$ cat config.mk
export PLATFORM = sky130hd
export DESIGN_NAME = flash_cmd_seq
export DESIGN_NICKNAME = d
export VERILOG_FILES = /design/src/rtl/flash_seq_pkg.sv /design/src/rtl/flash_cmd_slot.sv /design/src/rtl/flash_cmd_seq.sv
export SDC_FILE = /design/constraint.sdc
export NUM_CORES = 1
export LEC_CHECK = 0
export ABC_AREA = 1
export BUFFER_PORTS_ARGS = -buffer_cell sky130_fd_sc_hd__buf_2
export CAP_MARGIN = 5
export CORE_MARGIN = 1.5
export CORE_UTILIZATION = 45
export CTS_BUF_LIST = sky130_fd_sc_hd__clkbuf_16
export CTS_CLUSTER_DIAMETER = 120
export DETAILED_ROUTE_END_ITERATION = 12
export PLACE_DENSITY_LB_ADDON = 0.08
export SYNTH_ARGS = -nofsm -noshare
export SYNTH_HDL_FRONTEND = slang
export SYNTH_HIERARCHICAL = 1
export SYNTH_SLANG_ARGS = --single-unit
$ cat constraint.sdc
create_clock -name i_clk -period 3 [get_ports i_clk]
set_input_delay 0.6 -clock i_clk [delete_from_list [all_inputs] [get_ports i_clk]]
set_output_delay 0.6 -clock i_clk [all_outputs]
set_load 0.05 [all_outputs]
$ cat src/rtl/flash_seq_pkg.sv
// Shared types for the flash command sequencer: FSM encoding, command record
// and the power-on boot table.
package flash_seq_pkg;

  localparam int unsigned ADDR_W       = 32;
  localparam int unsigned SEL_W        = 4;
  localparam int unsigned TMO_W        = 24;
  localparam int unsigned IDX_W        = 4;
  localparam int unsigned BOOT_MAX     = 8;
  localparam int unsigned RST_WAIT_CYC = 256;

  typedef enum logic [2:0] {
    RST_WAIT,
    SEL,
    ISSUE,
    WAIT_BUSY,
    WAIT_IDLE,
    GAP
  } seq_state_e;

  typedef struct packed {
    logic [ADDR_W-1:0] flash_addr;
    logic [ADDR_W-1:0] ddr_addr;
    logic [ADDR_W-1:0] lens;
    logic              option;
    logic [SEL_W-1:0]  ctrl_sel;
  } flash_cmd_t;

  // Unused tail entries stay zero; BOOT_N selects how many are issued.
  localparam flash_cmd_t BOOT_TABLE [BOOT_MAX] = '{
    '{32'h0010_0000, 32'h0000_0000, 32'h0004_B000, 1'b0, 4'd1},
    '{32'h0020_0000, 32'h0010_0000, 32'h0004_B000, 1'b0, 4'd1},
    '{32'h0030_0000, 32'h0000_0000, 32'h0000_0400, 1'b0, 4'd2},
    '0, '0, '0, '0, '0
  };

endpackage

$ cat src/rtl/flash_cmd_slot.sv
// One-deep holding slot for an MCU command; a request arriving on the clear
// cycle is accepted so back-to-back MCU traffic never sees a gap.
module flash_cmd_slot
  import flash_seq_pkg::*;
(
  input  logic       i_clk,
  input  logic       i_rst_n,
  input  logic       i_req,
  input  flash_cmd_t i_cmd,
  input  logic       i_clr,
  output logic       o_ack,
  output logic       o_full,
  output flash_cmd_t o_cmd
);

  always_ff @(posedge i_clk) begin
    if (!i_rst_n) begin
      o_ack  <= 1'b0;
      o_full <= 1'b0;
      o_cmd  <= '0;
    end else begin
      o_ack <= 1'b0;
      if (i_clr) o_full <= 1'b0;
      if (i_req && (!o_full || i_clr)) begin
        o_cmd  <= i_cmd;
        o_full <= 1'b1;
        o_ack  <= 1'b1;
      end
    end
  end

endmodule

$ cat src/rtl/flash_cmd_seq.sv
// Flash command sequencer: plays the boot table after reset, then serves MCU
// commands, handshaking each one with the flash controller under a watchdog.
module flash_cmd_seq
  import flash_seq_pkg::*;
#(
  parameter int unsigned BOOT_N      = 3,
  parameter int unsigned EN_HOLD     = 4,
  parameter logic [23:0] TIMEOUT_CYC = 24'd12_000_000,
  parameter int unsigned GAP_CYC     = 16
) (
  input  logic        i_clk,
  input  logic        i_rst_n,
  input  logic        i_mcu_req,
  input  logic [31:0] i_mcu_flash_addrs,
  input  logic [31:0] i_mcu_ddr_addrs,
  input  logic [31:0] i_mcu_lens,
  input  logic        i_mcu_option,
  input  logic [3:0]  i_mcu_ctrl_sel,
  output logic        o_mcu_ack,
  output logic        o_mcu_full,
  output logic        o_en,
  output logic [31:0] o_flash_addrs,
  output logic [31:0] o_ddr_addrs,
  output logic [31:0] o_lens,
  output logic        o_option,
  output logic [3:0]  o_ctrl_sel,
  input  logic        i_busy,
  input  logic        i_flash_done,
  output logic        o_boot_done,
  output logic        o_seq_busy,
  output logic        o_timeout_err,
  output logic [7:0]  o_cmd_cnt
);

  seq_state_e       state;
  logic [TMO_W-1:0] cnt;
  logic [IDX_W-1:0] boot_idx;
  logic             cmd_is_boot;
  flash_cmd_t       cmd_q;
  flash_cmd_t       mcu_in;
  flash_cmd_t       slot_cmd;
  logic             boot_pend_c;
  logic             gap_done_c;
  logic             slot_clr_c;
  logic             tmo_c;

  assign mcu_in      = {i_mcu_flash_addrs, i_mcu_ddr_addrs, i_mcu_lens, i_mcu_option, i_mcu_ctrl_sel};
  assign boot_pend_c = boot_idx < IDX_W'(BOOT_N);
  assign gap_done_c  = (state == GAP) && (cnt == TMO_W'(GAP_CYC - 1));
  assign slot_clr_c  = gap_done_c && !cmd_is_boot;
  assign tmo_c       = cnt >= TIMEOUT_CYC;

  assign o_flash_addrs = cmd_q.flash_addr;
  assign o_ddr_addrs   = cmd_q.ddr_addr;
  assign o_lens        = cmd_q.lens;
  assign o_option      = cmd_q.option;
  assign o_ctrl_sel    = cmd_q.ctrl_sel;

  flash_cmd_slot u_slot (
    .i_clk   (i_clk),
    .i_rst_n (i_rst_n),
    .i_req   (i_mcu_req),
    .i_cmd   (mcu_in),
    .i_clr   (slot_clr_c),
    .o_ack   (o_mcu_ack),
    .o_full  (o_mcu_full),
    .o_cmd   (slot_cmd)
  );

  // Sequencer FSM; cnt saturates and is cleared on every state entry.
  always_ff @(posedge i_clk) begin
    if (!i_rst_n) begin
      state         <= RST_WAIT;
      cnt           <= '0;
      boot_idx      <= '0;
      cmd_is_boot   <= 1'b0;
      cmd_q         <= '0;
      o_en          <= 1'b0;
      o_boot_done   <= 1'b0;
      o_seq_busy    <= 1'b1;
      o_timeout_err <= 1'b0;
      o_cmd_cnt     <= '0;
    end else begin
      if (cnt != '1) cnt <= cnt + 1'b1;
      o_seq_busy <= !((state == SEL) && !boot_pend_c && !o_mcu_full);
      if (boot_idx == IDX_W'(BOOT_N)) o_boot_done <= 1'b1;

      case (state)
        RST_WAIT: begin
          if (cnt == TMO_W'(RST_WAIT_CYC - 1)) begin
            state <= SEL;
            cnt   <= '0;
          end
        end
        SEL: begin
          if (boot_pend_c || o_mcu_full) begin
            cmd_q       <= boot_pend_c ? BOOT_TABLE[boot_idx[2:0]] : slot_cmd;
            cmd_is_boot <= boot_pend_c;
            o_en        <= 1'b1;
            o_cmd_cnt   <= o_cmd_cnt + 1'b1;
            state       <= ISSUE;
            cnt         <= '0;
          end
        end
        ISSUE: begin
          if (cnt == TMO_W'(EN_HOLD - 1)) begin
            o_en  <= 1'b0;
            state <= WAIT_BUSY;
            cnt   <= '0;
          end
        end
        WAIT_BUSY: begin
          if (i_busy) begin
            state <= WAIT_IDLE;
            cnt   <= '0;
          end else if (tmo_c) begin
            o_timeout_err <= 1'b1;
            state         <= GAP;
            cnt           <= '0;
          end
        end
        WAIT_IDLE: begin
          if (!i_busy || (cmd_q.option && i_flash_done)) begin
            state <= GAP;
            cnt   <= '0;
          end else if (tmo_c) begin
            o_timeout_err <= 1'b1;
            state         <= GAP;
            cnt           <= '0;
          end
        end
        GAP: begin
          if (gap_done_c) begin
            state <= SEL;
            cnt   <= '0;
            if (cmd_is_boot) boot_idx <= boot_idx + 1'b1;
          end
        end
        default: begin
          state <= RST_WAIT;
          cnt   <= '0;
        end
      endcase
    end
  end

endmodule

======== Word level (Yosys, flattened, before mapping) ========
Memory sizes are Yosys's and may differ from the RTL's.
Index checks and enable logic that the tools add are counted.
operators by class
  reduce and logical (&&, ||, !) cells .... 23
  multiplexer cells ....................... 30
  add/subtract/negate cells ............... 3
  eq/ne operators ......................... 16
  bitwise operators ....................... 1
  order comparisons ....................... 3
operators by type and width
  operator                 number
  $mux W101                3
  $mux W24                 8
  $pmux W24 S6             1
  $add A24 B1 Y24 const B  1
  $eq A24 B2 Y1 const B    1
  $eq A24 B4 Y1 const B    1
  $eq A24 B8 Y1 const B    1
  $ge A24 B24 Y1 const B   1
  $ne A24 B24 Y1 const B   1
  $mux W3                  7
  $pmux W3 S6              1
  $ne A2 B2 Y1 const B     5
  $reduce_and A3 Y1        3
  $add A8 B1 Y8 const B    1
  $mux W1                  8
  $eq A3 B2 Y1 const B     2
  $eq A3 B3 Y1 const B     2
  $logic_and A1 B1 Y1      6
  $reduce_bool A2 Y1       3
  $logic_not A1 Y1         5
  $add A4 B1 Y4 const B    1
  $eq A4 B2 Y1 const B     1
  $ge A4 B4 Y1 const B     1
  $lt A4 B2 Y1 const B     1
  other kinds (8)          11
storage, ports and cells
  memories ................................ 1
  output and inout bits ................... 115
  ROM bits ................................ 808
  flip-flop bits (word level) ............. 248
  word-level logic and storage cells ...... 98
memories
  memory           words  width  rd ports  clocked after Yosys merged registers in  write ports  RTL line             RTL
  (no name shown)  8      101    1         0                                        0            flash_cmd_seq.sv:97  cmd_q <= boot_pend_c ? BOOT_TABLE[boot_idx[2:0]] : slot_cmd;

======== Depth between registers and ports, before layout ========
  depth after elaboration ................. 6
  gate-level depth with buffers ........... 13

======== By module ========
Netlist, hierarchy kept.
modules (own cells, without submodules)
  module          cells each  area an instance (sq um)  times used  seq. area each (sq um)
  flash_cmd_seq   848         6252.2                    1           2902.8
  flash_cmd_slot  670         4628.2                    1           2062.0

======== Least setup slack after synthesis ========
Ideal clock, no wire load.
  path kind ............................... register -> register
  start ................................... reg cnt[0]
  end ..................................... reg u_slot/o_cmd[37] (netlist name)
  setup slack ............................. 1252 ps
  setup time .............................. 115 ps
  stages on the path, launching flop included .. 13
  period minus slack after synthesis ...... 1748 ps
  arrival ................................. 1633 ps
  path through ............................ dfxtp_1 > ha_1 > nand3_2 > nor2_1 > nand3_1 > nor3_1 > inv_2 > nand2_4 > buf_6 > buf_6 > nand3_1 > nand2_1 > nor2_1
between the ends
  longest elaborated chain between the ends .. 5
RTL lines
  element                   RTL line              RTL
  start: declaration        flash_cmd_seq.sv:36   logic [TMO_W-1:0] cnt;
  start signal: assignment  flash_cmd_seq.sv:84   if (cnt != '1) cnt <= cnt + 1'b1;
  $eq A24 B4 Y1             flash_cmd_seq.sv:49   assign gap_done_c = (state == GAP) && (cnt == TMO_W'(GAP_CYC - 1));
  $logic_and A1 B1 Y1       flash_cmd_seq.sv:49
  $logic_and A1 B1 Y1       flash_cmd_seq.sv:50   assign slot_clr_c = gap_done_c && !cmd_is_boot;
  net slot_clr_c            flash_cmd_seq.sv:44   logic slot_clr_c;
  $logic_or A1 B1 Y1        flash_cmd_slot.sv:24  if (i_req && (!o_full || i_clr)) begin
  $logic_and A1 B1 Y1       flash_cmd_slot.sv:24
  end signal: assignment    flash_cmd_slot.sv:25  o_cmd <= i_cmd;
  end: declaration          flash_cmd_slot.sv:13  output flash_cmd_t o_cmd
The timed path passes the listed nets, and every way through them passes these cells.
A chain may end at the register's enable or synchronous reset.

======== Final worst setup path ========
  start ................................... reg boot_idx[0]
  end ..................................... reg o_cmd_cnt[4]
between the ends
  longest elaborated chain between the ends .. 3
RTL lines
  element                             RTL line              RTL
  start: declaration                  flash_cmd_seq.sv:37   logic [IDX_W-1:0] boot_idx;
  start signal: assignment            flash_cmd_seq.sv:136  if (cmd_is_boot) boot_idx <= boot_idx + 1'b1;
  $lt A4 B2 Y1                        flash_cmd_seq.sv:48   assign boot_pend_c = boot_idx < IDX_W'(BOOT_N);
  $logic_or A1 B1 Y1                  flash_cmd_seq.sv:96   if (boot_pend_c || o_mcu_full) begin
  $reduce_and A2 Y1 (no source line)  --
  end signal: assignment              flash_cmd_seq.sv:100  o_cmd_cnt <= o_cmd_cnt + 1'b1;
  end: declaration                    flash_cmd_seq.sv:32   output logic [7:0] o_cmd_cnt
No other way between the ends.

==> summary.txt <==
Run status
  – Run status: complete, no violations

Clock network
  – Post-cts sizing count: 0
  – CTS hold repair buffers: 0
  – # H-tree levels: 1
  – Post CTS Setup Buffer Count: 0
  – Clk_lat worst skew: 0.54 ns
  – Root Driver: clkbuf_16
  – Clock tree buffer depth: 3
  – CTS sink cnt: 248
  – CTS Buf Count: 28
  – Clock slew at reported path FFs: 0.06 ns
  – TritonCTS clock tree: done

Synthesis
  – Mapped Cells: 1,518
  – Largest family of logic cells by synthesized area: simple AND/OR/NAND/NOR gates
  – Mapped Nets: 1,631
  – Seq/Total Area, Yosys: 45.6%
  – Synth top area share: 45.6%
  – Adder-cell share of the synthesized area: 0.805%
  – Post-synth top cells: nand2_1, dfxtp_1, nand3_1
  – Mean Syn Cell Area: 7.17 µm²
  – Post-synthesis cell type count: 34
  – Post-Syn Area: 0.0109 mm²
  – Async SR Flop Fraction: 0%
  – Number of flops mapped to enable cells by yosys: 0
  – Seq cells post-synth: 248
  – Synth area leader: dfxtp_1
  – Post-Synth XOR/XNOR Area: 1.13%
  – Synth area leaders: dfxtp_1, nand3_1, a21oi_1
  – Yosys warns: 6
  – Count leader, synth: nand2_1
  – Synth Flop Type: dfxtp_1
  – Mux share of post-synthesis cell area: 0%
  – Post-synthesis simple-gate area fraction: 29.0%
  – Compound-Gate Fraction of Synth Area: 12.0%

Global route
  – Largest net degree at the start of global routing: 119
  – GR Overflow Total: 0
  – First-pass GRT wire length: 45,900 µm
  – Number of global-route vias before repair: 9,116
  – Initial antenna violation count: 0
  – Total global-route track usage: 22.5%

Route
  – Pre-Repair DR Iteration Count: 4
  – Final ANT Viol Nets: 0
  – Via density: 4.99
  – WL per Instance: 14.1 µm
  – WL final: 28,500 µm
  – Initial DRC count: 729
  – Vias: 10.1k
  – DRC errors left: 0

Power and ir drop
  – PwrDens: 610 mW/mm²
  – Worst vdd rail ir drop: 0.450 mV
  – Leak: 5.93 nW

Setup path
  – End of the worst register-to-register path: o_cmd_cnt[4]
  – Critical-path cell list: ha_1, inv_1, nand2_4, nand2_1, nand2_4, buf_4, buf_4, o21ai_0, nor3b_1
  – Crit-path max FO: 27
  – R2R cell count: 9
  – WP data required: 3.41 ns
  – Critical-path top delay cell: dfxtp_1
  – Worst Setup End Kind: flop
  – Max stage delay on crit path: 0.42 ns
  – CP Launch Point: boot_idx[0]
  – Worst r2r src: boot_idx[0]
  – Critical Path AT: 2.85 ns
  – R2r setup slk: 0.56 ns
  – Element type at the critical path start: flop
  – Setup CP Type: flop to flop

STA
  – Crit share post-route: 81.4%
  – Fin Setup TNS: 0 ns
  – Least-Margin Pin Slew: 0.554 ns
  – Period minus WS final: 2.44 ns
  – Hold Violations, Final: 0
  – Post-route worst setup slack: 0.558 ns
  – RSZ-0062 raised after global routing: no
  – Setup-failing EPs final: 0
  – Pins over their slew limit: 0
  – Worst Clk Skew: 0.0126 ns
  – Slew headroom: 63.1%
  – Hold_ws: 0.375 ns
  – Fmax: 409 MHz

Place
  – Placer Congestion: 0.854
  – HPWL after detailed placement: 18,100 µm
  – Place WS: 0.546 ns
  – Port Buf Inserts: 220
  – Placed cells: 1,970
  – DP Area: 0.0120 mm²

Die
  – Site row count: 56
  – Die ar.: 0.0251 mm²
  – I/O pin cnt: 221
  – Total core area: 0.0236 mm²
  – Die W: 158 µm
  – Initial Util: 46.1%
  – DIE HEIGHT: 158 µm

Finish
  – Final Non-Filler Cells: 2,021
  – Nets@finish: 1,794
  – Post-route cell area: 0.0129 mm²
  – Diode count: 0
  – Layout cell share with drive strength beyond 1: 18.0%
  – Area growth from synthesis to layout: 18.3%

Min path
  – Hold Crit Class: input port to flop
  – Hold-critical path endpoint: u_slot/o_cmd[64]
  – HP Start: i_mcu_ddr_addrs[27]
  – WHS Path Cells: 5

Job
  – Max-Cap Viols: 0
## routing by layer
metal  GRT usage, %  vias up  routed length, µm
met1           31.0     4609              13500
met4           5.65        0                580
li1               -     5197                  -
met2           36.3      237              12800
met3           3.97       36               1630
met5              0        -                  0
## worst max-delay path, delay by kind of cell (launching register included)
kind / cells / cell delay, ns
adder cells (fa/ha/maj): 1 / 0.23
flip-flops: 1 / 0.42
AND/OR/NAND/NOR: 4 / 0.82
AO/OA/AOI/OAI: 1 / 0.09
buffers and inverters: 3 / 0.72
## stage by stage
step	util, %	power (mW)
finish	54.5	7.86
global route	54.5	8.23
CTS	54.5	7.94
detailed placement	50.8	4.69
global placement	50.8	4.68
floorplan	-	4.41
## logic make-up (layout without fill, tap and decap cells)
family          Yosys count  in the layout
compound gates          257            257
xor+xnor                 14             14
fa+ha+maj                 7              7
buf+inv                 265            449
flops                   248            248
simple gates            727            727
## layout by cell type, fill, tap and decap left out
cell | synthesis | final
a21o_1 | 1 | 1
a21oi_1 | 219 | 219
a31oi_1 | 9 | 9
and3_1 | 2 | 2
buf_12 | 0 | 8
buf_2 | 45 | 218
buf_4 | 17 | 11
buf_6 | 16 | 1
bufinv_16 | 0 | 2
clkbuf_16 | 0 | 29
clkinv_1 | 1 | 12
clkinv_2 | 0 | 4
clkinvlp_4 | 0 | 1
dfxtp_1 | 248 | 248
ha_1 | 7 | 7
inv_1 | 157 | 160
inv_2 | 2 | 1
inv_4 | 0 | 2
nand2_1 | 290 | 289
nand2_2 | 3 | 3
nand2_4 | 3 | 3
nand2_8 | 0 | 1
nand3_1 | 220 | 220
nand3_2 | 1 | 1
nand4_1 | 4 | 4
nor2_1 | 167 | 167
nor2_2 | 16 | 16
nor2_4 | 2 | 2
nor3_1 | 13 | 13
nor3_4 | 1 | 1
nor3b_1 | 1 | 1
nor4_1 | 2 | 2
o21ai_0 | 25 | 25
o21ai_1 | 1 | 1
o21ai_2 | 1 | 1
o21bai_1 | 1 | 1
or2_2 | 2 | 2
xnor2_1 | 5 | 5
xor2_1 | 9 | 9
## sequential cells by signal, summed over array words and instances, names as in the netlist, 3 cells and up
name and flops:
u_slot/o_cmd 101, o_ddr_addrs 32, o_flash_addrs 32, o_lens 32, cnt 24, o_cmd_cnt 8, boot_idx 4, o_ctrl_sel 4
state 3
## worst max path at each step
stage                             to  cells after the start
global route            o_cmd_cnt[0]                      9
detailed placement      o_cmd_cnt[4]                      9
floorplan           u_slot/o_cmd[37]                     12
global placement        o_cmd_cnt[4]                      9
finish                  o_cmd_cnt[4]                      9
CTS                     o_cmd_cnt[0]                      9
## final cells by class
| class | instances | area [µm²] |
|---|---|---|
| clock buffer | 29 | 726 |
| clock inverter | 22 | 144 |
| fill | 2430 | 10700 |
| inverter | 160 | 606 |
| multi-input combinational | 1005 | 4690 |
| sequential | 248 | 4960 |
| tap | 319 | 399 |
| timing repair buffer | 238 | 1350 |
## where the power goes
| group | leakage (nW) | internal [mW] | switching [mW] |
|---|---|---|---|
| Clock | 0.436 | 1.90 | 1.34 |
| Sequential | 2.02 | 3.46 | 0.0979 |
| Combinational | 3.47 | 0.321 | 0.738 |
(Power assumes the default switching activity.)
